`src/rtl/fetch_queue_if.sv`:
```
// rtl/fetch_queue_if.sv - fetch queue handshake bundle between IF, ID and the queue
//
// Signals:
//   push, in_ir, in_pc4   IF side: instruction word and its PC+4 offered to the queue
//   full                  queue holds DEPTH entries; IF PC enable is ~full
//   pop                   ID consumes the head entry
//   out_valid, out_ir,    head entry; ir/pc4 read as zero when out_valid=0
//   out_pc4
//   flush                 branch/jump redirect, discards all entries
//   count                 stored entries, 0..DEPTH
// Modports: master = pipeline (IF/ID) side, slave = queue side.
interface fetch_queue_if #(
  parameter int AW = 2
);
  logic          push;
  logic [31:0]   in_ir;
  logic [31:0]   in_pc4;
  logic          full;
  logic          pop;
  logic          out_valid;
  logic [31:0]   out_ir;
  logic [31:0]   out_pc4;
  logic          flush;
  logic [AW:0]   count;

  modport master (
    output push, in_ir, in_pc4, pop, flush,
    input  full, out_valid, out_ir, out_pc4, count
  );

  modport slave (
    input  push, in_ir, in_pc4, pop, flush,
    output full, out_valid, out_ir, out_pc4, count
  );
endinterface

```
`src/rtl/fetch_queue.sv`:
```
// rtl/fetch_queue.sv - instruction prefetch FIFO between the IF and ID pipeline stages
//
// Ports:
//   clk    rising-edge pipeline clock
//   reset  asynchronous active-high reset, discards all entries
//   bus    fetch_queue_if.slave: push/in_ir/in_pc4, full, pop, out_valid/out_ir/out_pc4,
//          flush, count
// Optional feature: define FETCHQ_BYPASS_EN to present a push into an empty queue on
// the outputs in the same cycle (0-cycle latency); a same-cycle pop consumes it without
// it ever being written.
module fetch_queue #(
  parameter int DEPTH = 4,
  parameter int AW    = 2
) (
  input logic          clk,
  input logic          reset,
  fetch_queue_if.slave bus
);
  logic [63:0]   mem [DEPTH];
  logic [AW-1:0] rd_ptr;
  logic [AW-1:0] wr_ptr;
  logic [AW:0]   cnt;

  logic        stored_valid;
  logic        push_ok;
  logic        pop_ok;
  logic        wr_en;
  logic        bypass;
  logic        bypass_pop;
  logic [63:0] head;

  assign stored_valid = (cnt != '0);
  assign bus.full     = (cnt == (AW+1)'(DEPTH));
  assign bus.count    = cnt;

  assign push_ok = bus.push & ~bus.full;
  // Pops only ever release stored entries; a bypassed entry is consumed separately.
  assign pop_ok  = bus.pop & stored_valid;

`ifdef FETCHQ_BYPASS_EN
  assign bypass     = ~stored_valid & bus.push & ~bus.flush;
  assign bypass_pop = bypass & bus.pop;
`else
  assign bypass     = 1'b0;
  assign bypass_pop = 1'b0;
`endif

  // An entry handed straight to decode must not also be stored.
  assign wr_en = push_ok & ~bypass_pop;

  assign head = bypass ? {bus.in_ir, bus.in_pc4} : mem[rd_ptr];

  always_comb begin
    bus.out_valid = stored_valid | bypass;
    bus.out_ir    = '0;
    bus.out_pc4   = '0;
    if (stored_valid | bypass) begin
      bus.out_ir  = head[63:32];
      bus.out_pc4 = head[31:0];
    end
  end

  // Storage carries no reset; its contents are meaningless while cnt says empty.
  always_ff @(posedge clk) begin
    if (!bus.flush && wr_en) begin
      mem[wr_ptr] <= {bus.in_ir, bus.in_pc4};
    end
  end

  always_ff @(posedge clk or posedge reset) begin
    if (reset) begin
      rd_ptr <= '0;
      wr_ptr <= '0;
      cnt    <= '0;
    end else if (bus.flush) begin
      // Anything pushed alongside a redirect is on the wrong path.
      rd_ptr <= '0;
      wr_ptr <= '0;
      cnt    <= '0;
    end else begin
      // Pointers are AW bits wide, so they wrap modulo DEPTH on their own.
      if (wr_en) begin
        wr_ptr <= wr_ptr + AW'(1);
      end
      if (pop_ok) begin
        rd_ptr <= rd_ptr + AW'(1);
      end
      case ({wr_en, pop_ok})
        2'b10:   cnt <= cnt + (AW+1)'(1);
        2'b01:   cnt <= cnt - (AW+1)'(1);
        default: cnt <= cnt;
      endcase
    end
  end
endmodule

```
`src/flat_wrapper.sv`:
```
// flat-port wrapper written by rule: the top's interface ports become plain ports
module fetch_queue_flat 
#(
  parameter int DEPTH = 4,
  parameter int AW    = 2
)
  (clk, reset, bus_push, bus_in_ir, bus_in_pc4, bus_pop, bus_flush, bus_full, bus_out_valid, bus_out_ir, bus_out_pc4, bus_count);
  fetch_queue_if #(.AW(AW)) bus_i ();
  input logic clk;
  input logic reset;
  input wire logic [$bits(bus_i.push)-1:0] bus_push;
  input wire logic [$bits(bus_i.in_ir)-1:0] bus_in_ir;
  input wire logic [$bits(bus_i.in_pc4)-1:0] bus_in_pc4;
  input wire logic [$bits(bus_i.pop)-1:0] bus_pop;
  input wire logic [$bits(bus_i.flush)-1:0] bus_flush;
  output wire logic [$bits(bus_i.full)-1:0] bus_full;
  output wire logic [$bits(bus_i.out_valid)-1:0] bus_out_valid;
  output wire logic [$bits(bus_i.out_ir)-1:0] bus_out_ir;
  output wire logic [$bits(bus_i.out_pc4)-1:0] bus_out_pc4;
  output wire logic [$bits(bus_i.count)-1:0] bus_count;
  assign bus_i.push = bus_push;
  assign bus_i.in_ir = bus_in_ir;
  assign bus_i.in_pc4 = bus_in_pc4;
  assign bus_i.pop = bus_pop;
  assign bus_i.flush = bus_flush;
  assign bus_full = bus_i.full;
  assign bus_out_valid = bus_i.out_valid;
  assign bus_out_ir = bus_i.out_ir;
  assign bus_out_pc4 = bus_i.out_pc4;
  assign bus_count = bus_i.count;
  fetch_queue #(.DEPTH(DEPTH), .AW(AW)) u_core (.clk(clk), .reset(reset), .bus(bus_i));
endmodule
```
`config.mk`:
```
export PLATFORM = sky130hd
export DESIGN_NAME = fetch_queue_flat
export DESIGN_NICKNAME = d
export VERILOG_FILES = /design/src/rtl/fetch_queue_if.sv /design/src/rtl/fetch_queue.sv /design/src/flat_wrapper.sv
export SDC_FILE = /design/constraint.sdc
export NUM_CORES = 1
export LEC_CHECK = 0
export CAP_MARGIN = 20
export CORE_UTILIZATION = 45
export DETAILED_ROUTE_END_ITERATION = 12
export PLACE_DENSITY = 0.71
export RECOVER_POWER = 100
export SLEW_MARGIN = 20
export SYNTH_ARGS = -nofsm -noshare
export SYNTH_HDL_FRONTEND = slang
export SYNTH_SLANG_ARGS = --single-unit
```
`constraint.sdc`:
```
create_clock -name clk -period 3.3 [get_ports clk]
set_input_delay 0.33 -clock clk [delete_from_list [all_inputs] [get_ports clk]]
set_output_delay 0.33 -clock clk [all_outputs]
set_load 0.05 [all_outputs]
```
==> summary.txt, run 1 <==
Run status
  – Status: complete, no violations

Clock tree
  – Clock-pin transition on the worst setup and hold timing paths: 0.06 ns
  – Worst-Skew Late Latency: 0.50 ns
  – Post-cts sizing count: 0
  – CTS HTree Levels: 1
  – Hold buffer count at cts: 0
  – Clock root cell: clkbuf_16
  – Post-CTS Setup Repair Bufs: 0
  – # clock sinks: 263
  – Clock buffer depth: 3
  – Num CTS Buffers: 25
  – CTS tree: yes

Synthesis
  – Sequential element share of the synthesized area: 76.79%
  – Number of synthesized register bits: 263
  – Mean Syn Cell Area: 21.69 um^2
  – Synthesized area: 10,240 um^2
  – Synth Instances: 472
  – Synth warn: 0
  – Post-synth cell types: 35
  – Syn nets: 546

Drt
  – Drt wl/cell: 20.78 um
  – Routed WL: 19,210 um
  – Iteration-0 DRC Markers: 351
  – Antenna violation net count after detailed routing: 0
  – DR vias/cell: 5.338
  – Drt pass-1 iters: 4
  – # DRC: 0
  – Routed via count: 4,932

Placed design
  – I/O Buffers: 137
  – Pre-CTS WS: 0.5764 ns
  – Placed Instances: 876
  – HPWL Detailed: 11,620 um
  – Area after DPL: 12,060 um^2
  – Final GP Congestion: 0.7012

Pwr
  – Total power: 9.271 mW
  – P_leak: 4.209 nW
  – VDD IR-drop max: 0.0004463 V
  – Cell Pwr Density: 726.6 nW/um^2

STA
  – Final Max Slew Viols: 0
  – Worst hold slack: 0.2156 ns
  – Worst Setup Slack, final: 0.1421 ns
  – Max-slew headroom: 1.926%
  – Final hold vios: 0
  – Tmin final: 3.158 ns
  – FMAX: 316.7 MHz
  – TNS Setup: 0 ns
  – RSZ-0062 raised after global routing: no
  – Endpoints failing setup: 0
  – Clock skew: 0.005288 ns
  – Worst Tran Pin Value: 1.471 ns
  – Period utilization: 95.69%

Worst setup path
  – Worst R2R Start: u_core.bus.count[0]
  – Depth of the most critical reg-to-reg path: 4
  – Crit path max fanout: 48
  – R2R Setup Slk: 0.38 ns
  – Startpoint class of the critical path: flip-flop
  – Crit path capture type: output port
  – CP Class: flip-flop to output port
  – R2R Path End: u_core.mem[2][60]
  – Crit path DAT: 2.83 ns
  – Crit path required time: 2.97 ns

Floorplanning
  – Core Box Area: 22,090 um^2
  – I/O pins: 138
  – Core Rows: 54
  – Die footprint: 23,360 um^2
  – Chip height: 152.8 um
  – Starting Density: 46.34%
  – Die width: 152.8 um

Finish
  – Design Area, Final: 12,760 um^2
  – FF/Latch Area: 7870 um^2
  – Layout cells sized above 1: 18.28%
  – Area Growth Syn to Fin: 24.62%
  – # fillers: 1,618
  – Multi-input logic area: 2192 um^2
  – Final Core Density: 57.75%
  – Non-filler cells, final: 924
  – Nets@finish: 697

Global routing
  – Gr usage total: 16.72%
  – Pin count of the biggest net entering global routing: 49
  – First-pass GRT wire length: 29,950 um
  – GRT overflow: 0
  – Antenna violations before repair: 5
  – Vias in the first global route: 5,328

Hold path
  – HP Class: primary input to async pin

Flow run
  – MaxCap Viol Count: 0
## flip-flops by register name (all words and copies together) (netlist names)
| register | count |
|---|---|
| u_core.wr_ptr | 2 |
| u_core.mem | 256 |
| u_core.bus.count | 3 |
| u_core.rd_ptr | 2 |
## logic make-up after synthesis
logic type	Yosys count	synth area share (%)
AND/OR/NAND/NOR	87	5.181
buffers and inverters	33	1.845
adder cells (fa/ha/maj)	5	0.6844
flip-flops	263	76.79
multiplexers	65	14.19
XOR/XNOR	3	0.2567
AO/OA/AOI/OAI	16	1.051
## placed cells by master (no fill, tap or decap), types with 2 or more instances in the layout
master and instances:
a21oi_1 3, and2_0 10, and2_1 59, buf_12 7, buf_4 3, bufinv_16 2
clkbuf_1 6, clkbuf_16 25, clkbuf_2 4, clkdlybuf4s50_1 12, clkinv_1 4, clkinv_2 6
dfrtp_1 5, dfrtp_4 2, diode_2 4, dlygate4sd3_1 125, edfxtp_1 256, ha_1 4
inv_1 6, mux4_2 64, nand3_1 2, nand3b_1 2, nor2_1 7, nor3b_1 2
o21ai_0 3, o22ai_1 2, xor2_1 2
## layout make-up
class,count,share of cell area (%)
Clock inverter,13,0.8825
Timing Repair Buffer,151,12.18
Tap cell,280,2.746
Antenna cell,4,0.07845
Inverter,6,0.1765
Clock buffer,31,5.079
Multi-Input combinational cell,176,17.18
Sequential cell,263,61.68
## Yosys cell counts
| master | number | area, um^2 |
|---|---|---|
| mux2_2 | 1 | 11.26 |
| clkbuf_2 | 1 | 5.000 |
| nand3_1 | 2 | 10.01 |
| a221oi_1 | 1 | 8.760 |
| or3b_2 | 1 | 8.760 |
| inv_1 | 6 | 22.52 |
| a22oi_1 | 1 | 7.510 |
| clkbuf_1 | 8 | 30.03 |
| edfxtp_1 | 256 | 7687 |
| o41ai_1 | 1 | 8.760 |
| o22ai_1 | 2 | 12.51 |
| nor3b_1 | 2 | 15.01 |
| buf_2 | 9 | 45.04 |
| buf_1 | 1 | 3.750 |
| o21a_1 | 1 | 7.510 |
| xor2_1 | 2 | 17.52 |
| nor2_1 | 7 | 26.28 |
| and2_1 | 69 | 431.7 |
| buf_6 | 6 | 67.56 |
| xnor2_1 | 1 | 8.760 |
| a211oi_1 | 1 | 7.510 |
| o31ai_1 | 1 | 7.510 |
| o21ai_0 | 3 | 15.01 |
| fa_1 | 1 | 20.02 |
| dfrtp_1 | 7 | 175.2 |
| nand3b_1 | 2 | 15.01 |
| o2111ai_1 | 1 | 8.760 |
| mux4_2 | 64 | 1441 |
| ha_1 | 4 | 50.05 |
| nand2b_1 | 1 | 6.260 |
| nor3_1 | 1 | 5.000 |
| or3_1 | 2 | 12.51 |
| buf_4 | 2 | 15.01 |
| o311ai_0 | 1 | 8.760 |
| a21oi_1 | 3 | 15.01 |
## critical path, stage by stage (launching register included)
cell and delay, ns:
dfrtp_4 0.42, buf_12 0.36, mux4_2 0.58, and2_1 0.17, dlygate4sd3_1 0.76
## per-layer routing
metal  GRT usage [%]  share of wire, %  up-vias
met5               0             0.057        -
met4           3.704               1.5        2
met3           3.714               5.8       32
met2           27.37                48      145
met1           23.10                45     2539
li1                -                 -     2214
## how the worst max path moves through the flow
stage / startpoint / end / slack (ns) / cells after the start
floorplan: u_core.bus.count[1] / u_core.mem[1][0] / 0.04 / 4
detailed placement: u_core.bus.count[0] / bus_out_ir[29] / 0.58 / 4
global placement: u_core.bus.count[0] / bus_out_ir[2] / 0.62 / 4
global route: u_core.rd_ptr[0] / bus_out_ir[11] / 0.03 / 4
finish: u_core.rd_ptr[0] / bus_out_pc4[10] / 0.14 / 4
CTS: u_core.bus.count[0] / bus_out_ir[29] / 0.02 / 4
## report_power, final
part           internal, mW  switching [mW]
Sequential             3.81          0.0703
Combinational         0.992            1.73
Clock                  1.54            1.12
No activity file was read; power rests on OpenSTA's default activity.
==> run 2, diff against run 1 <==
--- a/config.mk
+++ b/config.mk
@@ -8,6 +8,7 @@
 export CAP_MARGIN = 20
 export CORE_UTILIZATION = 45
 export DETAILED_ROUTE_END_ITERATION = 12
+export GPL_TIMING_DRIVEN = 0
 export PLACE_DENSITY = 0.71
 export RECOVER_POWER = 100
 export SLEW_MARGIN = 20
==> run 2 against run 1 <==
- clock power up 4%
- via count up 2.4%
- clock skew up 0.0049 ns
- design area up 0.20%
- worst setup slack better by 0.027 ns
- cell count up 1.7%
- critical path depth up 1
- fmax up 0.87%
- critical path type unchanged
- critical endpoint is now bus_out_ir[13]
- largest power group unchanged
==> summary.txt, run 2 (synthesis results as in run 1) <==
Worst setup path
  – Crit path max fanout: 10
  – R2R Path End: u_core.mem[3][63]
  – Crit path capture type: output port
  – Crit path DAT: 2.80 ns
  – Crit path required time: 2.97 ns
  – R2R Setup Slk: 0.56 ns
  – Depth of the most critical reg-to-reg path: 5
  – Startpoint class of the critical path: flip-flop
  – Worst R2R Start: u_core.bus.count[1]
  – CP Class: flip-flop to output port

Pwr
  – Sequential share of power: 41.2%
  – Switching share of power: 31.84%
  – Int Pwr: 6.366 mW
  – Comb pwr share: 28.9%
  – P_leak: 4.328 nW
  – Cell Pwr Density: 730.6 nW/um^2
  – Clk pwr share: 29.9%
  – VDD IR-drop max: 0.0004395 V
  – NetSw: 2.975 mW
  – Total power: 9.341 mW

Finish
  – Nets@finish: 715
  – Layout cells sized above 1: 18.29%
  – Most common cell after layout, fill and taps aside: edfxtp_1
  – Multi-input logic area: 2188 um^2
  – Largest Register: u_core.mem
  – Design Area, Final: 12,780 um^2
  – FF/Latch Area: 7863 um^2
  – Non-filler cells, final: 940
  – # fillers: 1,642
  – Max reg flops: 256
  – Final Core Density: 57.87%
  – Area Growth Syn to Fin: 24.87%
  – Commonest non-fill, non-tap cells in the layout: 256 x edfxtp_1, 84 x dlygate4sd3_1, 64 x mux4_2, 44 x dlygate4sd2_1, 37 x and2_1

Global routing
  – Met2 Track Usage GR: 28.42%
  – GRT overflow: 0
  – Vias in the first global route: 5,355
  – Antenna violations before repair: 2
  – GRT busiest layer: met2
  – Gr usage total: 16.73%
  – First-pass GRT wire length: 29,930 um
  – Pin count of the biggest net entering global routing: 45
  – Routing usage on met1: 22.12%
  – GR Util met3: 3.544%

Floorplanning
  – Starting Density: 46.34%
  – I/O pins: 138
  – Die width: 152.8 um
  – Chip height: 152.8 um
  – Die footprint: 23,360 um^2
  – Core Rows: 54
  – Core Box Area: 22,090 um^2

Clock tree
  – Num CTS Buffers: 27
  – Clock root cell: clkbuf_16
  – CTS HTree Levels: 1
  – Post-CTS Setup Repair Bufs: 0
  – Worst-Skew Late Latency: 0.52 ns
  – # clock sinks: 263
  – CTS tree: yes
  – Clock-pin transition on the worst setup and hold timing paths: 0.06 ns
  – Clock buffer depth: 3

Drt
  – Drt wl/cell: 20.40 um
  – Drt pass-1 iters: 4
  – Routed via count: 5,050
  – # DRC: 0
  – Antenna violation net count after detailed routing: 0
  – Routed WL: 19,180 um
  – Iteration-0 DRC Markers: 208
  – DR vias/cell: 5.372

Placed design
  – Final GP Congestion: 0.7473
  – Area after DPL: 12,080 um^2
  – I/O Buffers: 136
  – HPWL Detailed: 11,750 um
  – Placed Instances: 892
  – Pre-CTS WS: 0.4667 ns

STA
  – Worst Setup Slack, final: 0.1693 ns
  – Worst hold slack: 0.1825 ns
  – Max-slew headroom: 13.14%
  – Endpoints failing setup: 0
  – RSZ-0062 raised after global routing: no
  – Final hold vios: 0
  – TNS Setup: 0 ns
  – Tmin final: 3.131 ns
  – Worst Tran Pin Value: 1.303 ns
  – Clock skew: 0.01016 ns
  – Final Max Slew Viols: 0
  – FMAX: 319.4 MHz
  – Period utilization: 94.87%

Flow run
  – MaxCap Viol Count: 0

Run status
  – Status: complete, no violations

Hold path
  – HP Class: primary input to async pin
==> run 2: cell types whose count changed in the layout (fill, tap and decap cells not counted), sizes merged <==
cell,delta
dlygate4sd2,+44
dlygate4sd3,-41
clkbuf,+15
buf,+10
clkdlybuf4s50,-10
clkinv,-3
dlymetal6s2s,+1
==> run 2: worst max-delay path by stage <==
stage,start,slack (ns),cells past startpoint,endpoint
floorplan,u_core.bus.count[1],0.04,4,u_core.mem[1][0]
detailed placement,bus_push,0.47,6,u_core.mem[2][38]
global route,u_core.rd_ptr[0],0.07,5,bus_out_ir[11]
global placement,bus_push,-1.31,5,u_core.mem[0][17]
CTS,u_core.bus.count[1],0.0005,6,bus_out_pc4[15]
finish,u_core.rd_ptr[0],0.17,5,bus_out_ir[13]
==> run 2: timing repair <==
action,4_1_cts,5_1_grt
setup endpoints to repair,44,6
resized for setup,44,6
hold buffers,0,0
==> run 2: cell type report <==
type | count | share of cell area, %
multi-input cells | 176 | 17.12
inverters | 6 | 0.1762
repair buffers | 140 | 10.85
plain buffers | 27 | 1.282
diodes | 4 | 0.07829
flip-flops and latches | 263 | 61.50
clock inverters | 10 | 0.7634
well taps | 280 | 2.740
clock buffers | 34 | 5.490
==> run 2: power groups by stage <==
| stage | Clock (mW) | Combinational, mW | Sequential (mW) |
|---|---|---|---|
| after floorplan | 0 | 1.96 | 3.95 |
| final | 2.79 | 2.70 | 3.85 |
| after CTS | 2.84 | 2.84 | 3.85 |
| after global routing | 2.97 | 2.87 | 3.86 |
| after global placement | 0 | 2.92 | 3.93 |
| after detailed placement | 0 | 2.96 | 3.92 |
==> run 2: worst max-delay path, cell delays in order (launching register included) <==
cell	delay (ns)
dfrtp_1	0.40
buf_6	0.21
buf_6	0.21
mux4_2	0.53
and2_1	0.17
dlygate4sd3_1	0.76
==> run 2: routing by layer <==
layer / wire length, um / share of wire, %
met5: 0 / 0
met4: 331 / 1.7
met1: 8168 / 43
met3: 1134 / 5.9
met2: 9540 / 50
==> run 3, diff against run 2 <==
--- a/config.mk
+++ b/config.mk
@@ -5,6 +5,7 @@
 export SDC_FILE = /design/constraint.sdc
 export NUM_CORES = 1
 export LEC_CHECK = 0
+export ABC_AREA = 1
 export CAP_MARGIN = 20
 export CORE_UTILIZATION = 45
 export DETAILED_ROUTE_END_ITERATION = 12
==> run 3 against run 2 <==
- wire length increased by 22%
- via count increased by 34%
- non-clock buffer count increased by 30
- combinational power increased by 80%
- cell count increased by 39%
- die area increased by 1.1%
- count of clock-buffer cells in the layout decreased by 4
- power increased by 24%
- clock skew about the same
- fmax decreased by 2.6%
==> summary.txt, run 3 <==
Floorplanning
  – Die footprint: 23,610 um^2
  – I/O pins: 138
  – Chip height: 153.6 um
  – Core Box Area: 22,570 um^2
  – Starting Density: 45.85%
  – Core Rows: 55
  – Die width: 153.6 um

STA
  – Tmin final: 3.214 ns
  – Worst Tran Pin Value: 1.246 ns
  – Final hold vios: 0
  – Max-slew headroom: 16.63%
  – RSZ-0062 raised after global routing: no
  – Final Max Slew Viols: 0
  – Period utilization: 97.40%
  – FMAX: 311.1 MHz
  – Clock skew: 0.009750 ns
  – Endpoints failing setup: 0

Synthesis
  – Most frequent cell after synthesis: nor2_1
  – Top-area cell type share of the netlist area: 74.28%
  – Post-synth cell types: 22
  – Synth warn: 0
  – Async SR Flop Fraction: 2.662%
  – Post-synth top area cell: edfxtp_1
  – Ys flop type: edfxtp_1
  – Syn nets: 893
  – Sequential element share of the synthesized area: 75.98%
  – Synth cell count leaders: 260 x nor2_1, 256 x edfxtp_1, 127 x o21ai_0
  – Area contributors post-synth: edfxtp_1 74%, nor2_1 9.4%, o21ai_0 6.1%
  – Synth Instances: 819
  – Mean Syn Cell Area: 12.64 um^2
  – Synthesized area: 10,350 um^2
  – Number of synthesized register bits: 263
  – EDFF count, synth: 256

Finish
  – Max reg flops: 256
  – Largest Register: u_core.mem
  – Final Core Density: 57.02%
  – Area Growth Syn to Fin: 24.37%
  – Most common cell after layout, fill and taps aside: nor2_1
  – Commonest non-fill, non-tap cells in the layout: 261 x nor2_1, 256 x edfxtp_1, 128 x o21ai_0, 75 x dlygate4sd3_1, 67 x a21oi_1
  – Nets@finish: 1,071
  – Layout cells sized above 1: 8.063%

Worst setup path
  – Crit path DAT: 2.88 ns
  – CP top delay family: buffers and inverters
  – Startpoint class of the critical path: flip-flop
  – Worst R2R Start: u_core.bus.count[0]
  – Crit path capture type: output port
  – Crit path cell chain: inv_2, buf_4, clkbuf_1, o21ai_0, a21oi_1, clkdlybuf4s50_1
  – Crit path required time: 2.97 ns
  – CP max-delay cell: clkdlybuf4s50_1
  – Critical path origin: u_core.rd_ptr[0]
  – WP buf/inv: 4
  – Crit path max fanout: 10
  – CP Class: flip-flop to output port
  – Max stage delay on crit path: 0.83 ns

Pwr
  – Cell Pwr Density: 900.3 nW/um^2
  – Total power: 11.59 mW
  – VDD IR-drop max: 0.0006742 V
  – P_leak: 4.513 nW

Placed design
  – HPWL Detailed: 14,960 um
  – I/O Buffers: 137
  – Final GP Congestion: 0.7587

Drt
  – Drt pass-1 iters: 4
  – # DRC: 0
  – Routed via count: 6,776
  – Iteration-0 DRC Markers: 500
  – Antenna violation net count after detailed routing: 0
  – Drt wl/cell: 17.86 um
  – DR vias/cell: 5.188
  – Routed WL: 23,320 um

Clock tree
  – Clock-pin transition on the worst setup and hold timing paths: 0.06 ns
  – CTS tree: yes
  – Clock root cell: clkbuf_16
  – Num CTS Buffers: 27
  – # clock sinks: 263
  – Post-CTS Setup Repair Bufs: 0
  – Clock buffer depth: 3
  – Worst-Skew Late Latency: 0.53 ns
  – CTS HTree Levels: 1

Global routing
  – Vias in the first global route: 6,668
  – GRT overflow: 0
  – Antenna violations before repair: 6
  – Pin count of the biggest net entering global routing: 26
  – First-pass GRT wire length: 36,310 um
  – Gr usage total: 20.11%

Run status
  – Status: complete, no violations

Hold path
  – HP Class: primary input to async pin

Flow run
  – MaxCap Viol Count: 0
==> run 3: cell count changes after synthesis, sizes merged, moves of 3 or more <==
cell	before	now
inv	6	16
clkbuf	9	16
mux4	64	0
a21oi	3	67
nand2	0	19
nand3	2	5
o21ai	3	131
buf	18	32
and2	69	0
nor2	7	262
==> run 3: area by class of cell <==
cell class	instances	area [um^2]
diodes	4	10.01
plain buffers	48	266.5
clock buffers	30	686.9
clock inverters	19	118.9
fillers	1856	9701
inverters	17	63.81
multi-input cells	491	2160
flip-flops and latches	263	7863
well taps	285	356.6
repair buffers	149	1346
==> run 3: routing by layer <==
metal	vias up	part of all wire [%]	wire length [um]	global-route usage [%]
met1	3240	43	10030	26.53
met4	4	2.0	473	6.190
met3	39	5.6	1317	3.495
met5	-	0.099	23	0
met2	227	49	11480	34.07
li1	3266	-	-	-
==> run 3: path summary, 6_finish.rpt <==
check	to	slack (ns)	cells past startpoint
worst max-delay path	bus_out_ir[7]	0.09	6
worst min-delay path	u_core.wr_ptr[0]	0.17	2
worst max register to register	u_core.mem[3][33]	0.25	8
worst min register to register	u_core.bus.count[1]	0.61	2
max in group asynchronous	u_core.bus.count[1]	2.92	2
min in group clk	u_core.rd_ptr[0]	0.44	3
==> run 3: what timing repair did <==
action / in CTS / in global routing
hold buffers: 0 / 0
gates resized for setup: 8 / 38
endpoints found under the setup margin: 8 / 47
endpoints found under the hold margin: 0 / 0
==> run 3: power breakdown <==
| group | internal (mW) | switching (mW) |
|---|---|---|
| Sequential | 3.86 | 0.0695 |
| Clock | 1.57 | 1.22 |
| Combinational | 1.22 | 3.64 |
| Total | 6.65 | 4.94 |
==> run 3: per-stage QoR <==
stage	worst slack (ns)	instance area [um^2]	setup TNS [ns]	hold slack (ns)	instances
after floorplan	-1.019	10350	-260.80	0.1334	819
after global placement	-3.034	12080	-754.71	0.5705	1241
after detailed placement	0.5119	12410	0	0.5776	1253
after CTS	0.001730	13200	0	0.02637	1302
after global routing	0.0005975	12860	0	0.2113	1303
final	0.08572	12870	0	0.1710	1306
==> run 3: cell families after synthesis <==
family	after synthesis	synth area share, %
xor gates and xnor gates	1	0.08465
and+or+nand+nor	287	10.58
DFF	263	75.98
buffers and inverters	65	3.107
AOI/OAI and AO/OA	198	9.576
adders and majority gates	5	0.6771
